File: src/rtl/uart_rx_loader_pkg.sv
// rtl/uart_rx_loader_pkg.sv - shared states, baud table and framing constants for the serial loader
package uart_rx_loader_pkg;

    typedef enum logic [2:0] {
        ST_HUNT    = 3'd0,
        ST_COUNT   = 3'd1,
        ST_HI      = 3'd2,
        ST_LO      = 3'd3,
        ST_CHECK   = 3'd4,
        ST_RECOVER = 3'd5
    } state_t;

    localparam logic [12:0] CPB_9600   = 13'd5208;
    localparam logic [12:0] CPB_19200  = 13'd2604;
    localparam logic [12:0] CPB_115200 = 13'd434;
    localparam logic [12:0] CPB_SIM    = 13'd27;

    localparam logic [7:0] SYNC_BYTE_DEFAULT = 8'hA5;
    localparam int         RX_RST_CYCLES     = 2;

    // Clock divisors assume a 50 MHz system clock.
    function automatic logic [12:0] baud_cpb(input logic [1:0] sel);
        case (sel)
            2'd0:    return CPB_9600;
            2'd1:    return CPB_19200;
            2'd2:    return CPB_115200;
            default: return CPB_SIM;
        endcase
    endfunction

endpackage

File: src/rtl/uart_rx_loader_watchdog.sv
// rtl/uart_rx_loader_watchdog.sv - inter-byte idle watchdog for the serial loader
module rx_watchdog #(
    parameter int TIMEOUT_W      = 20,
    parameter int TIMEOUT_CYCLES = 500000
) (
    input  logic clk,
    input  logic rst,
    input  logic clear,
    input  logic enable,
    output logic expire
);

    localparam logic [TIMEOUT_W-1:0] LAST_BEFORE = TIMEOUT_W'(TIMEOUT_CYCLES - 2);

    logic [TIMEOUT_W-1:0] count;

    always_ff @(posedge clk) begin
        if (!rst || clear) begin
            count <= '0;
        end else if (enable) begin
            count <= count + TIMEOUT_W'(1);
        end
    end

    // Fires on the edge at which the count reaches TIMEOUT_CYCLES-1.
    assign expire = enable && !clear && (count == LAST_BEFORE);

endmodule

File: src/rtl/uart_rx_loader.sv
// rtl/uart_rx_loader.sv - parses framed serial bytes into instruction-memory word writes
import uart_rx_loader_pkg::*;

module uart_rx_loader #(
    parameter int         ADDR_WIDTH     = 8,
    parameter logic [7:0] SYNC_BYTE      = SYNC_BYTE_DEFAULT,
    parameter int         TIMEOUT_W      = 20,
    parameter int         TIMEOUT_CYCLES = 500000
) (
    input  logic                  clk,
    input  logic                  rst,
    input  logic [1:0]            baud_sel,
    output logic [12:0]           clks_per_bit,
    input  logic                  rx_done,
    input  logic [7:0]            rx_data,
    output logic                  rx_rst,
    output logic                  cpu_hold,
    output logic                  mem_we,
    output logic [ADDR_WIDTH-1:0] mem_addr,
    output logic [15:0]           mem_wdata,
    output logic                  load_done,
    output logic                  load_error
);

    state_t                state, state_nx;
    logic [7:0]            remaining, chk, hi_byte;
    logic [ADDR_WIDTH-1:0] addr;
    logic [1:0]            rst_cnt;
    logic                  expire, wd_clear, wd_enable;
    logic                  mem_we_nx, load_done_nx, load_error_nx, cpu_hold_nx;

    assign wd_clear  = rx_done || (state == ST_RECOVER);
    assign wd_enable = (state != ST_RECOVER);
    assign mem_addr  = addr;

    rx_watchdog #(
        .TIMEOUT_W      (TIMEOUT_W),
        .TIMEOUT_CYCLES (TIMEOUT_CYCLES)
    ) u_watchdog (
        .clk    (clk),
        .rst    (rst),
        .clear  (wd_clear),
        .enable (wd_enable),
        .expire (expire)
    );

    always_ff @(posedge clk) begin
        if (!rst) begin
            state <= ST_HUNT;
        end else begin
            state <= state_nx;
        end
    end

    // A received byte always takes priority over a watchdog expiry.
    always_comb begin
        state_nx = state;
        if (state == ST_RECOVER) begin
            if (rst_cnt == 2'(RX_RST_CYCLES - 1)) state_nx = ST_HUNT;
        end else if (rx_done) begin
            case (state)
                ST_HUNT:  if (rx_data == SYNC_BYTE) state_nx = ST_COUNT;
                ST_COUNT: state_nx = (rx_data == 8'd0) ? ST_CHECK : ST_HI;
                ST_HI:    state_nx = ST_LO;
                ST_LO:    state_nx = (remaining == 8'd1) ? ST_CHECK : ST_HI;
                default:  state_nx = ST_HUNT;
            endcase
        end else if (expire) begin
            state_nx = ST_RECOVER;
        end
    end

    always_comb begin
        rx_rst        = (state != ST_RECOVER);
        mem_we_nx     = rx_done && (state == ST_LO);
        load_done_nx  = rx_done && (state == ST_CHECK) && (rx_data == chk);
        load_error_nx = (rx_done && (state == ST_CHECK) && (rx_data != chk))
                     || (expire && (state != ST_HUNT));
        cpu_hold_nx   = cpu_hold;
        if (rx_done && (state == ST_HUNT) && (rx_data == SYNC_BYTE)) cpu_hold_nx = 1'b1;
        if (load_done_nx) cpu_hold_nx = 1'b0;
    end

    always_ff @(posedge clk) begin
        if (!rst) begin
            clks_per_bit <= CPB_9600;
            cpu_hold     <= 1'b0;
            mem_we       <= 1'b0;
            mem_wdata    <= 16'd0;
            load_done    <= 1'b0;
            load_error   <= 1'b0;
            addr         <= '0;
            remaining    <= 8'd0;
            chk          <= 8'd0;
            hi_byte      <= 8'd0;
            rst_cnt      <= 2'd0;
        end else begin
            mem_we     <= mem_we_nx;
            load_done  <= load_done_nx;
            load_error <= load_error_nx;
            cpu_hold   <= cpu_hold_nx;
            rst_cnt    <= (state == ST_RECOVER) ? rst_cnt + 2'd1 : 2'd0;
            if (state == ST_HUNT) clks_per_bit <= baud_cpb(baud_sel);
            if (mem_we) addr <= addr + ADDR_WIDTH'(1);
            if (rx_done) begin
                case (state)
                    ST_HUNT: if (rx_data == SYNC_BYTE) begin
                        addr <= '0;
                        chk  <= 8'd0;
                    end
                    ST_COUNT: begin
                        remaining <= rx_data;
                        chk       <= rx_data;
                    end
                    ST_HI: begin
                        hi_byte <= rx_data;
                        chk     <= chk ^ rx_data;
                    end
                    ST_LO: begin
                        chk       <= chk ^ rx_data;
                        mem_wdata <= {hi_byte, rx_data};
                        remaining <= remaining - 8'd1;
                    end
                    default: ;
                endcase
            end
        end
    end

endmodule
File: config.mk
export PLATFORM = sky130hd
export DESIGN_NAME = uart_rx_loader
export DESIGN_NICKNAME = d
export VERILOG_FILES = /design/src/rtl/uart_rx_loader_pkg.sv /design/src/rtl/uart_rx_loader_watchdog.sv /design/src/rtl/uart_rx_loader.sv
export SDC_FILE = /design/constraint.sdc
export NUM_CORES = 1
export LEC_CHECK = 0
export ABC_AREA = 1
export CORE_MARGIN = 3
export CORE_UTILIZATION = 40
export CTS_BUF_LIST = sky130_fd_sc_hd__clkbuf_8 sky130_fd_sc_hd__clkbuf_16
export CTS_CLUSTER_DIAMETER = 120
export DETAILED_ROUTE_END_ITERATION = 10
export GPL_TIMING_DRIVEN = 0
export HOLD_SLACK_MARGIN = 0.03
export MAX_ROUTING_LAYER = met4
export RECOVER_POWER = 100
export SYNTH_ARGS = -nofsm -noshare
export SYNTH_HDL_FRONTEND = slang
export SYNTH_HIERARCHICAL = 1
export SYNTH_SLANG_ARGS = --single-unit
File: constraint.sdc
create_clock -name clk -period 3.7 [get_ports clk]
set_clock_uncertainty 0.1 [all_clocks]
set_input_delay 0.74 -clock clk [delete_from_list [all_inputs] [get_ports clk]]
set_output_delay 0.74 -clock clk [all_outputs]
set_load 0.05 [all_outputs]
==> out/results.tsv <==
stage	metric	value	unit
critical_path	Max stage delay on crit path	900	ps
die	total core area	10000	µm²
sta	Min Clock Period, post-route	2900	ps
critical_path	Worst Setup Start Kind	flip-flop	
sta	number of setup violations in the final report	0	
yosys	gate count of the mapped netlist	595	
yosys	count leader, synth	nand2_1	
die	Starting Density	0.422	
power	Power per Cell Area	406	nW/µm²
cts	Clock Path Buffers	2	
global_route	first-pass GRT wire length	17100	µm
yosys	post-synth cell types	37	
die	Die X	109	µm
sta	FMAX	345	MHz
cts	Clock Sinks	85	
worst_hold_path	Hold Crit Class	reg -> reg	
route	DR WL/cell	12.7	µm
critical_path	Arrival @ worst endpoint	2060	ps
cts	CTS H-tree lvls	3	
cts	CTS tree	built	
route	post-route ant nets	0	
route	total wire length	10100	µm
critical_path	R2R cell count	16	
critical_path	Critical-path top delay cell	dlygate4sd3_1	
sta	relative slew slack	0.597	
yosys	top cell type's share of synthesized area	0.402	
status	status	complete, no violations	
cells_and_area	Nets	684	
flow_run	max_cap viols	0	
sta	Final Hold Vio Count	0	
sta	Setup TNS Final	0	ps
cells_and_area	Syn-to-layout area delta	20.5	%
critical_path	crit-path cells	buf_2 -> inv_1 -> nand3_2 -> dlygate4sd3_1	
global_route	initial antenna violation count	0	
yosys	register area share after synthesis	0.402	
cts	hold buffers post-CTS	0	
cts	Clk pin slew, worst setup/hold paths	90	ps
die	Cell Rows	36	
place	gp weighted congestion	0.924	
power	Leakage	0.00208	µW
global_route	GRT Resource Usage Total	0.184	
sta	Tightest Pin Transition	605	ps
yosys	asr flop ratio synth	0	
cts	PostCTS Resize Cnt	0	
yosys	Post-synth EDFFs	0	
yosys	Synthesis Warnings	6	
critical_path	delay-heaviest family, CP	buffers and inverters	
yosys	syn_nets	620	
global_route	largest net degree at the start of global routing	17	
route	vias per cell	4.92	
yosys	Synth Flop Type	dfxtp_1	
cells_and_area	Antenna Cells	0	
yosys	commonest cells in the netlist	nand2_1, dfxtp_1, nor2_1	
route	Via Count	3919	
critical_path	Worst setup EP type	output port	
yosys	synthesized flop and latch total	85	
critical_path	CP required	2860	ps
yosys	Synth area leader	dfxtp_1	
critical_path	Setup CP Type	reg -> out	
sta	RSZ-0062 raised after global routing	no	
cells_and_area	share of cells above drive strength 1	0.0858	
die	Die ar.	11900	µm²
global_route	GR Overflow Total	0	
cts	postcts setup bufs	0	
critical_path	buffer and inverter count on the worst path	3	
critical_path	maximum fanout along the worst path	8	
sta	worst hold margin	334	ps
die	Die H	109	µm
route	Residual DRC	0	
place	I/O Buffers	53	
global_route	vias in the first global route	3675	
route	drt pass-1 iters	4	
worst_hold_path	worst hold stages	1	
yosys	Avg Inst Size Synth	7.12	µm²
cts	latest clock arrival within the worst-skew pair	360	ps
cts	CTS Buf Count	9	
yosys	ranking of synthesized cells by area	dfxtp_1, nand2_1, a21oi_1	
yosys	cell area after synthesis	4240	µm²
sta	fin crit share	0.784	
place	dpl hpwl	7750	µm
route	Iteration-0 DRC Markers	253	
power	maximum vdd ir drop	0.198	mV
sta	Slew Limit Fails	0	
cts	CTS root buffer	clkbuf_8	
critical_path	Levels on crit path	4	
die	IO Count	55	
power	total design power	2070	µW
[per-layer routing]
metal | global-route usage | vias to the layer above | routed length [µm]
met2 | 0.319 | 71 | 4940
li1 | - | 2050 | -
met3 | 0.0349 | 11 | 475
met5 | - | - | 0
met1 | 0.223 | 1787 | 4610
met4 | 0.0415 | 0 | 96
[stage by stage]
stage	utilization	cell area, µm²	instances	setup WS, ps
3_5_place_dp	0.491	4930	781	923
5_1_grt	0.508	5100	797	701
4_1_cts	0.512	5140	797	835
2_1_floorplan	-	4240	595	1490
3_3_place_gp	0.491	4930	781	916
6_report	0.508	5100	797	801
[power by group]
| part | internal (µW) | switching (µW) |
|---|---|---|
| Clock | 322 | 359 |
| Sequential | 955 | 32.7 |
| Combinational | 133 | 269 |
[layout by cell type, fill, tap and decap left out, types with 10 or more instances in the layout]
master,count
a21oi_1,60
clkbuf_1,11
dfxtp_1,85
dlygate4sd3_1,45
ha_1,12
inv_1,60
nand2_1,120
nand3_1,39
nor2_1,80
o21ai_0,32
xnor2_1,10
[path summary, 6_finish.rpt]
| kind | startpoint | end | slack, ps |
|---|---|---|---|
| setup / recovery | state[1]$_SDFFE_PN0P_ | rx_rst | 800 |
| hold / removal | rst_cnt[0]$_SDFF_PN0_ | rst_cnt[0]$_SDFF_PN0_ | 330 |
| setup reg to reg | state[1]$_SDFFE_PN0P_ | state[2]$_SDFFE_PN0P_ | 1310 |
| hold reg to reg | rst_cnt[0]$_SDFF_PN0_ | rst_cnt[0]$_SDFF_PN0_ | 330 |
[kinds of logic (layout without fill, tap and decap cells)]
group	count (synthesis)	after routing	share of synthesized area
flops	85	85	0.402
compound gates	106	106	0.131
xor+xnor	16	16	0.0331
buf+inv	91	160	0.0918
fa+ha+maj	12	12	0.0354
simple gates	285	285	0.308
[cell type report]
| class | count | area (µm²) |
|---|---|---|
| Timing Repair Buffer | 53 | 531 |
| Fill cell | 1025 | 4940 |
| Sequential cell | 85 | 1700 |
| Buffer | 22 | 114 |
| Multi-Input combinational cell | 419 | 2130 |
| Clock buffer | 9 | 124 |
| Clock inverter | 7 | 80.1 |
| Inverter | 69 | 259 |
| Tap cell | 133 | 166 |
[registers in the layout, indices dropped and copies added (netlist names)]
register	flops
chk	8
rst_cnt	2
u_watchdog/count	20
load_error	1
clks_per_bit	8
mem_addr	8
mem_we	1
hi_byte	8
load_done	1
mem_wdata	16
state	3
remaining	8
cpu_hold	1
No activity file was read; power rests on OpenSTA's default activity.
==> RTL change (same flow settings) <==
Re-encode `state_t` (6 states) as Gray code, 3 bits wide.
--- a/src/rtl/uart_rx_loader_pkg.sv
+++ b/src/rtl/uart_rx_loader_pkg.sv
@@ -2,12 +2,12 @@
 package uart_rx_loader_pkg;
 
     typedef enum logic [2:0] {
-        ST_HUNT    = 3'd0,
-        ST_COUNT   = 3'd1,
-        ST_HI      = 3'd2,
-        ST_LO      = 3'd3,
-        ST_CHECK   = 3'd4,
-        ST_RECOVER = 3'd5
+        ST_HUNT    = 3'b000,
+        ST_COUNT   = 3'b001,
+        ST_HI      = 3'b011,
+        ST_LO      = 3'b010,
+        ST_CHECK   = 3'b110,
+        ST_RECOVER = 3'b111
     } state_t;
 
     localparam logic [12:0] CPB_9600   = 13'd5208;
Check against the original RTL: same outputs for any inputs over 10 cycles, from zero or initial values and one cycle with rst low; not proved beyond that.
==> RTL change against the original RTL <==
Final area grew 2.1%. Sequential share of layout area shrank 0.70 points. Register-to-register slack better by 0.16 ns. Power increased by 7.4%. Sequential cell count unchanged. Synthesized cell count grew 4.4%. Combinational power rose by 28%. Die area increased by 2.3%. Routed wire length is 2.9% higher. Worst setup slack got worse by 0.15 ns. Synthesized area up 2.4%.
==> RTL change: results (changes against the original RTL) <==
stage;metric;value;unit;change
pwr;swShare;32.0;%;+0.052 points
clocking;cts.htree.levels;3;;unchanged
logic_synthesis;synth-compound-area-share;12.0;%;-1.1 points
grt;grt_pass1_wl;17400;um;+1.7%
final_layout;reg_top3;u_watchdog/count x20, mem_wdata x16;;
pwr;leakage;2.25;nW;+8.1%
grt;grt_max_degree;15;;-2
setup_path;worstPathArrival;3.17;ns;+1.11 ns
logic_synthesis;muxShareOfSynthArea;0;%;unchanged
sta;finalHoldViolCount;0;;unchanged
clocking;numCtsBuffers;9;;unchanged
route;vias_per_cell;4.83;;-1.9%
grt;grt_pass1_vias;3766;;+2.5%
clocking;post_cts_buffers;0;;unchanged
logic_synthesis;syn_nets;646;;+4.2%
final_layout;drive_gt1_share;9.55;%;+0.97 points
logic_synthesis;async_reset_ff_share;0;%;unchanged
logic_synthesis;ys_top_cells_by_count;148 x nand2_1, 103 x nor2_1, 85 x dfxtp_1;;
route;drtIter0Drc;168;;-34%
placed_design;hpwl;7960;um;+2.7%
setup_path;crit_family;buffers and inverters;;
logic_synthesis;synthFlopType;dfxtp_1;;
clocking;clockBufferDepth;2;;unchanged
final_layout;num-nets-final;711;;+3.9%
pwr;ir_drop;0.000187;V;-5.6%
placed_design;preCtsSetupSlack;0.797;ns;-0.126 ns
placed_design;port_buffers;54;;+1.9%
sta;max-slew-margin-rel;60.9;%;+1.2 points
clocking;cts-root-buf;clkbuf_8;;
placed_design;gp_congestion;0.879;;-4.9%
status;status;complete, no violations;;
placed_design;postPlaceCellArea;0.00505;sq mm;+2.3%
setup_path;slowest_delay;0.75;ns;-0.15 ns
setup_path;cp_max_fo;10;;+2
logic_synthesis;seq_area_frac_synth;39.2;%;-0.94 points
logic_synthesis;synth_xor_area_share;1.61;%;-1.7 points
route;wl_per_cell;12.6;um;-0.82%
worst_hold_path;min_path_type;register to register;;
logic_synthesis;synth_area_leaders;dfxtp_1 39%, nand2_1 13%, nor2_1 8.9%;;
grt;track_usage;18.7;%;+0.30 points
setup_path;critical-path-slowest-cell;dlygate4sd3_1;;
route;firstDrtPassIters;5;;+1
grt;grt_antenna_before_repair;0;;unchanged
logic_synthesis;synth_fa_ha_area_share;3.46;%;-0.083 points
-- RTL change: cell types whose count changed after synthesis, sizes merged, moves of 2 or more --
cell,unedited run,this run
o22ai,6,0
xnor2,10,2
o21ai,34,50
inv,67,57
nand2,127,162
buf,17,15
nor3,11,9
a21oi,61,46
nand4,9,11
nand3,41,27
clkinv,2,4
nor2,91,119
-- RTL change: cell type report --
type                       instances  area, sq um
buffer                            19          119
tap                              136          170
multi-input combinational        456         2240
inverter                          61          233
fill                            1092         5200
clock inverter                     7         90.1
timing repair buffer              54          541
sequential                        85         1700
clock buffer                       9          124
-- RTL change: kinds of logic after synthesis --
group,after synthesis
AND/OR/NAND/NOR,337
AO/OA/AOI/OAI,99
flip-flops,85
buffers and inverters,80
adder cells (fa/ha/maj),12
XOR/XNOR,8
-- RTL change: worst paths after layout --
kind,from,end,depth (start not counted),slack [ns]
worst max-delay path,rx_done,mem_wdata[3],7,0.65
worst min-delay path,rst_cnt[0],rst_cnt[0],1,0.34
worst max register to register,state[0],state[1],14,1.47
worst min register to register,rst_cnt[0],rst_cnt[0],1,0.34
-- RTL change: through the flow --
stage          utilization [%]  instances
6_report                  50.1        827
5_1_grt                   50.1        827
3_3_place_gp              48.5        811
2_1_floorplan                -        621
4_1_cts                   50.5        827
3_5_place_dp              48.5        811
-- RTL change: worst reg2reg max path, delay by kind of cell (launching register included) --
family / cells / cell delay [ns]
simple gates: 11 / 1.25
flops: 1 / 0.40
buf+inv: 3 / 0.38
-- RTL change: routing by layer --
| layer | vias to the layer above | GRT usage (%) | routed length, um |
|---|---|---|---|
| met5 | - | - | 0 |
| met3 | 11 | 2.56 | 514 |
| met1 | 1798 | 23.8 | 4870 |
| met2 | 81 | 30.8 | 4880 |
| met4 | 0 | 6.51 | 144 |
| li1 | 2101 | - | - |
-- RTL change: power groups by stage --
stage | Combinational [mW] | Sequential, mW | Clock (mW)
4_1_cts | 0.536 | 1.01 | 0.732
6_report | 0.513 | 1.01 | 0.706
3_5_place_dp | 0.534 | 1.03 | 0
2_1_floorplan | 0.298 | 1.11 | 0
3_3_place_gp | 0.527 | 1.03 | 0
5_1_grt | 0.568 | 1.01 | 0.775
